--- config.mk ---
export PLATFORM = sky130hd
export DESIGN_NAME = dbg_uart_streamer
export DESIGN_NICKNAME = d
export VERILOG_FILES = /design/src/rtl/dbg_uart_streamer.sv
export SDC_FILE = /design/constraint.sdc
export NUM_CORES = 1
export LEC_CHECK = 0
export ABC_AREA = 0
export CORE_AREA = 2 2 154 156
export CTS_BUF_LIST = sky130_fd_sc_hd__clkbuf_8
export DETAILED_ROUTE_END_ITERATION = 7
export DIE_AREA = 0 0 156 158
export MAX_ROUTING_LAYER = met4
export SLEW_MARGIN = 5
export SYNTH_ARGS = -nofsm -noshare
export SYNTH_HDL_FRONTEND = slang
export SYNTH_SLANG_ARGS = --single-unit
--- constraint.sdc ---
create_clock -name clk -period 2.2 [get_ports clk]
set_input_delay 0.22 -clock clk [delete_from_list [all_inputs] [get_ports clk]]
set_output_delay 0.22 -clock clk [all_outputs]
set_load 0.02 [all_outputs]
--- src/rtl/dbg_uart_streamer.sv ---
// dbg_uart_streamer: captures a snapshot of CPU debug state on a trigger and
// streams it to a byte-wide UART transmitter as a fixed frame:
//   A5, status, pc hi/lo, sp hi/lo, AF hi/lo, BC hi/lo, DE hi/lo, HL hi/lo, opcode
// Optional feature macro: DBG_STREAM_CHECKSUM_EN appends a 16th byte chosen so
// that bytes 1..15 sum to zero modulo 256.
// Triggers arriving while a frame is in flight are counted (saturating) in
// drop_count and otherwise ignored.
module dbg_uart_streamer (
  input  logic        clk,
  input  logic        rst,
  input  logic        trigger,
  input  logic [15:0] dbg_pc,
  input  logic [15:0] dbg_sp,
  input  logic [15:0] dbg_AF,
  input  logic [15:0] dbg_BC,
  input  logic [15:0] dbg_DE,
  input  logic [15:0] dbg_HL,
  input  logic [7:0]  dbg_last_opcode,
  input  logic [5:0]  dbg_stage,
  input  logic        dbg_halted,
  input  logic        dbg_instruction_retired,
  input  logic        is_transmitting,
  output logic        transmit,
  output logic [7:0]  tx_byte,
  output logic        busy,
  output logic [7:0]  drop_count
);

`ifdef DBG_STREAM_CHECKSUM_EN
  localparam int unsigned NBYTES = 16;
`else
  localparam int unsigned NBYTES = 15;
`endif
  localparam logic [3:0] LAST_IDX = 4'(NBYTES - 1);

  typedef enum logic [1:0] {
    ST_IDLE = 2'd0,
    ST_SEND = 2'd1,
    ST_HOLD = 2'd2,
    ST_WAIT = 2'd3
  } state_t;

  typedef struct packed {
    logic [15:0] pc;
    logic [15:0] sp;
    logic [15:0] af;
    logic [15:0] bc;
    logic [15:0] de;
    logic [15:0] hl;
    logic [7:0]  opcode;
    logic [5:0]  stage;
    logic        halted;
    logic        retired;
  } snap_t;

  state_t     state_q, state_d;
  logic [3:0] idx_q, idx_d;
  snap_t      snap_q, snap_d;
  logic       transmit_q, transmit_d;
  logic [7:0] tx_byte_q, tx_byte_d;
  logic       busy_q, busy_d;
  logic [7:0] drop_q, drop_d;

  function automatic logic [7:0] status_byte(input snap_t s);
    return {s.halted, s.retired, s.stage};
  endfunction

`ifdef DBG_STREAM_CHECKSUM_EN
  // Two's complement of the byte sum over status..opcode (8-bit wraparound).
  function automatic logic [7:0] checksum(input snap_t s);
    logic [7:0] sum;
    sum = status_byte(s)
        + s.pc[15:8] + s.pc[7:0] + s.sp[15:8] + s.sp[7:0]
        + s.af[15:8] + s.af[7:0] + s.bc[15:8] + s.bc[7:0]
        + s.de[15:8] + s.de[7:0] + s.hl[15:8] + s.hl[7:0]
        + s.opcode;
    return 8'h00 - sum;
  endfunction
`endif

  function automatic logic [7:0] frame_byte(input snap_t s, input logic [3:0] idx);
    logic [7:0] b;
    case (idx)
      4'd0:    b = 8'hA5;
      4'd1:    b = status_byte(s);
      4'd2:    b = s.pc[15:8];
      4'd3:    b = s.pc[7:0];
      4'd4:    b = s.sp[15:8];
      4'd5:    b = s.sp[7:0];
      4'd6:    b = s.af[15:8];
      4'd7:    b = s.af[7:0];
      4'd8:    b = s.bc[15:8];
      4'd9:    b = s.bc[7:0];
      4'd10:   b = s.de[15:8];
      4'd11:   b = s.de[7:0];
      4'd12:   b = s.hl[15:8];
      4'd13:   b = s.hl[7:0];
      4'd14:   b = s.opcode;
`ifdef DBG_STREAM_CHECKSUM_EN
      4'd15:   b = checksum(s);
`endif
      default: b = 8'h00;
    endcase
    return b;
  endfunction

  // Next-state logic: frame sequencing, snapshot capture, drop counting.
  always_comb begin
    state_d    = state_q;
    idx_d      = idx_q;
    snap_d     = snap_q;
    transmit_d = 1'b0;
    tx_byte_d  = tx_byte_q;
    drop_d     = drop_q;

    case (state_q)
      ST_IDLE: begin
        if (trigger) begin
          snap_d = '{pc: dbg_pc, sp: dbg_sp, af: dbg_AF, bc: dbg_BC,
                     de: dbg_DE, hl: dbg_HL, opcode: dbg_last_opcode,
                     stage: dbg_stage, halted: dbg_halted,
                     retired: dbg_instruction_retired};
          idx_d   = 4'd0;
          state_d = ST_SEND;
        end else begin
          state_d = ST_IDLE;
        end
      end
      ST_SEND: begin
        if (!is_transmitting) begin
          transmit_d = 1'b1;
          tx_byte_d  = frame_byte(snap_q, idx_q);
          state_d    = ST_HOLD;
        end else begin
          state_d = ST_SEND;
        end
      end
      // The UART raises its busy flag a cycle after the pulse; ignore it here.
      ST_HOLD: begin
        state_d = ST_WAIT;
      end
      ST_WAIT: begin
        if (!is_transmitting) begin
          if (idx_q == LAST_IDX) begin
            state_d = ST_IDLE;
          end else begin
            idx_d   = idx_q + 4'd1;
            state_d = ST_SEND;
          end
        end else begin
          state_d = ST_WAIT;
        end
      end
      default: begin
        state_d = ST_IDLE;
      end
    endcase

    // Any trigger outside IDLE (including the final WAIT cycle) is dropped.
    if (trigger && (state_q != ST_IDLE) && (drop_q != 8'hFF)) begin
      drop_d = drop_q + 8'd1;
    end else begin
      drop_d = drop_d;
    end

    busy_d = (state_d != ST_IDLE);
  end

  // State and output registers with synchronous reset.
  always_ff @(posedge clk) begin
    if (rst) begin
      state_q    <= ST_IDLE;
      idx_q      <= 4'd0;
      snap_q     <= '0;
      transmit_q <= 1'b0;
      tx_byte_q  <= 8'h00;
      busy_q     <= 1'b0;
      drop_q     <= 8'h00;
    end else begin
      state_q    <= state_d;
      idx_q      <= idx_d;
      snap_q     <= snap_d;
      transmit_q <= transmit_d;
      tx_byte_q  <= tx_byte_d;
      busy_q     <= busy_d;
      drop_q     <= drop_d;
    end
  end

  assign transmit   = transmit_q;
  assign tx_byte    = tx_byte_q;
  assign busy       = busy_q;
  assign drop_count = drop_q;

endmodule

==> impl_metrics.csv <==
group,metric,value,unit
yosys,yosysWarnings,0,
yosys,avgSynthCellArea,10.5,µm²
critical_path,critPathLaunchType,"flop",
routing,wl_per_cell,19.0,µm
routing,wl_met2,8350,µm
placed_design,dpl.hpwl,12900,µm
clock_network,cts_resized,0,
die,rows,56,
outcome,status,"finished, final reports clean",
die,fp.dieH,158,µm
die,core,23100,µm²
die,boundaryPins,134,
routing,met1_length,8200,µm
timing,relSlewSlack,62.2,%
cells_and_area,layout.nets,763,
routing,drtIter0Drc,332,
clock_network,tritoncts,"yes",
yosys,ys_top_cells_by_area,"dfxtp_1 (50%), a22o_1 (19%), buf_2 (2.6%)",
placed_design,gp_congestion,0.842,
yosys,yosysSeqAreaShare,50.0,%
yosys,synth.top_cell.area_share,50.0,%
placed_design,pre_cts_ws,0.184,ns
clock_network,path_clk_slew,0.09,ns
power,power,5600,µW
timing,setup_tns,0,ns
yosys,synth_compound_area_share,31.4,%
critical_path,cp_max_fo,12,
cells_and_area,area_growth,37.8,%
routing,drc,0,
yosys,synth_top_family_by_area,"compound AO/OA/AOI/OAI gates",
routing,vias_per_cell,4.97,
power,power_leakage,0.00276,µW
placed_design,dpl-instance-area,7060,µm²
hold_path,hold_class,"in2reg",
yosys,yosys.area_share.simple,8.46,%
die,initial_utilization,23.6,%
grt,grt_max_degree,61,
yosys,synth_cell_types,51,
critical_path,required,2.54,ns
timing,fin_crit,1.95,ns
job,cap_violations,0,
timing,hold_viol_final,0,
critical_path,reg2reg_slack,0.25,ns
critical_path,crit_chain,"inv_1 > ha_1 > buf_4 > a22oi_1 > a211oi_1 > a311oi_1 > a21oi_1",
die,die_w,156,µm
yosys,synth_top_area_cell,"dfxtp_1",
timing,fin_skew,0.0211,ns
clock_network,clock_latency,0.46,ns
timing,final.setup.worst_slack,0.248,ns
grt,overflow,0,
routing,drtAntennaViolNets,0,
yosys,synthXorXnorAreaFrac,1.13,%
cells_and_area,drive_gt1_share,10.7,%
cells_and_area,final_util,32.5,%
routing,routed-wl-met3,1180,µm
cells_and_area,fill_cells,2358,
yosys,syn-cell-area,5440,µm²
clock_network,htree_levels,4,
grt,grt_pass1_wl,27100,µm
routing,vias,4705,
timing,timing.fmax,0.512,GHz
critical_path,crit_path_end_kind,"flop",
critical_path,arrival,2.29,ns
clock_network,cts-root-buf,"clkbuf_8",
timing,setup_viol,0,
timing,maxSlewViolCount,0,
die,fp.dieArea,24600,µm²
routing,firstDrtPassIters,5,
timing,grt_setup_unrepaired,"false",
clock_network,cts_max_path_buffers,2,
grt,antenna_found_initial,1,
power,power-per-cell-area,746,nW/µm²
power,irDropWorstVdd,0.000400,V
clock_network,cts_inserted_buffers,17,
clock_network,cts_setup_buffers,0,
yosys,synthMuxAreaShare,1.91,%
yosys,ys_ff_latch,136,
grt,grt.total_usage,15.1,%
clock_network,cts.sinks,136,
yosys,synthArstFlopShare,0,%
yosys,ys.flop_type,"dfxtp_1",
critical_path,cpPeakStageDelay,0.39,ns
placed_design,port-buffer-count,133,
yosys,postSynthCellCount,517,
grt,grt_pass1_vias,4696,
yosys,synthesis.nets,638,
timing,worst_slew_pin_slew,0.567,ns
timing,post-route-period-util,88.7,%
cells_and_area,design_area,7500,µm²
routing,wl,18000,µm
critical_path,slowest_stage,"dfxtp_1",
yosys,synthAdderAreaFrac,1.15,%
yosys,synth-edff-count,0,
critical_path,crit_type,"reg2reg",
clock_network,cts_hold_buf,0,
routing,top_layer,"met4",
-- logic make-up after synthesis --
kind of cell             count (synthesis)
AO/OA/AOI/OAI                          213
AND/OR/NAND/NOR                         92
multiplexers                            10
buffers and inverters                   54
XOR/XNOR                                 7
adder cells (fa/ha/maj)                  5
flip-flops                             136
-- flip-flops by register name, summed over array words and instances, names as in the netlist --
signal / flops
snap_q: 112
drop_count: 8
tx_byte: 8
idx_q: 4
state_q: 2
busy: 1
transmit: 1
-- power breakdown --
group | total, µW | switching, µW | internal [µW] | leakage (µW)
combinational | 619 | 255 | 364 | 0.00143
sequential | 2750 | 123 | 2630 | 0.00111
clock | 2230 | 1040 | 1190 | 0.000210
-- cell usage after synthesis, types with 5 or more instances --
cell,instances
mux2i_1,7
buf_2,28
clkbuf_1,8
a211oi_1,5
dfxtp_1,136
o211ai_1,5
a21oi_1,17
a22oi_1,12
nand2_1,28
nor2_1,16
a22o_1,118
ha_1,5
nand4_1,5
o21ai_0,19
nand3_1,20
a221oi_1,13
buf_6,9
nor3_1,6
-- cell type report --
| class | count | area [µm²] | share of cell area [%] |
|---|---|---|---|
| clock buffer | 19 | 262 | 3.49 |
| timing repair buffer | 156 | 1550 | 20.7 |
| multi-input combinational | 327 | 2410 | 32.2 |
| sequential | 136 | 2720 | 36.3 |
| clock inverter | 13 | 166 | 2.22 |
| antenna | 1 | 2.50 | 0.0334 |
| inverter | 4 | 15.0 | 0.200 |
| tap | 290 | 363 | 4.84 |
-- stage by stage --
step | hold WS [ns] | cells
detailed placement | 0.464 | 913
finish | 0.349 | 946
global placement | 0.458 | 913
floorplan | 0.345 | 517
CTS | 0.321 | 945
global route | 0.328 | 946
-- path summary, 6_finish.rpt --
path	startpoint	end	depth (start not counted)
worst max-delay path	idx_q[0]	tx_byte[5]	7
worst min-delay path	dbg_AF[8]	snap_q[72]	2
worst max register to register	idx_q[0]	tx_byte[5]	7
worst min register to register	snap_q[0]	snap_q[0]	1
-- per-layer routing --
metal | track usage (%) | vias to the layer above
li1 | - | 2255
met1 | 19.2 | 2256
met2 | 23.1 | 170
met3 | 3.86 | 24
met4 | 5.90 | 0
met5 | - | -
-- critical path, delay by kind of cell (launching register included) --
family,cells,cell delay (ns)
AOI/OAI and AO/OA,4,0.76
DFF,1,0.39
adders and majority gates,1,0.37
buffers and inverters,2,0.33
-- layout by cell type (no fill, tap or decap), types with 2 or more instances in the layout --
master             n
o21ai_0           19
nand2_1           28
nor3_1             6
buf_4             19
mux2i_1            7
buf_12             4
bufinv_16          3
clkdlybuf4s50_1  133
a221o_1            2
o211a_1            2
o211ai_1           5
dfxtp_1          135
a21oi_1           17
nand4_1            5
mux2_2             3
a311oi_1           3
and3_1             3
a22oi_1           12
a22o_1           118
and2b_1            2
a211oi_1           5
xor2_1             4
inv_1              3
nor2_1            15
clkinv_2           2
nand3_1           20
nand2b_1           4
a31oi_1            4
inv_6              5
clkbuf_8          19
a32oi_1            2
a221oi_1          13
ha_1               4
xnor2_1            3
clkinvlp_4         3
No activity file was read; power rests on OpenSTA's default activity.
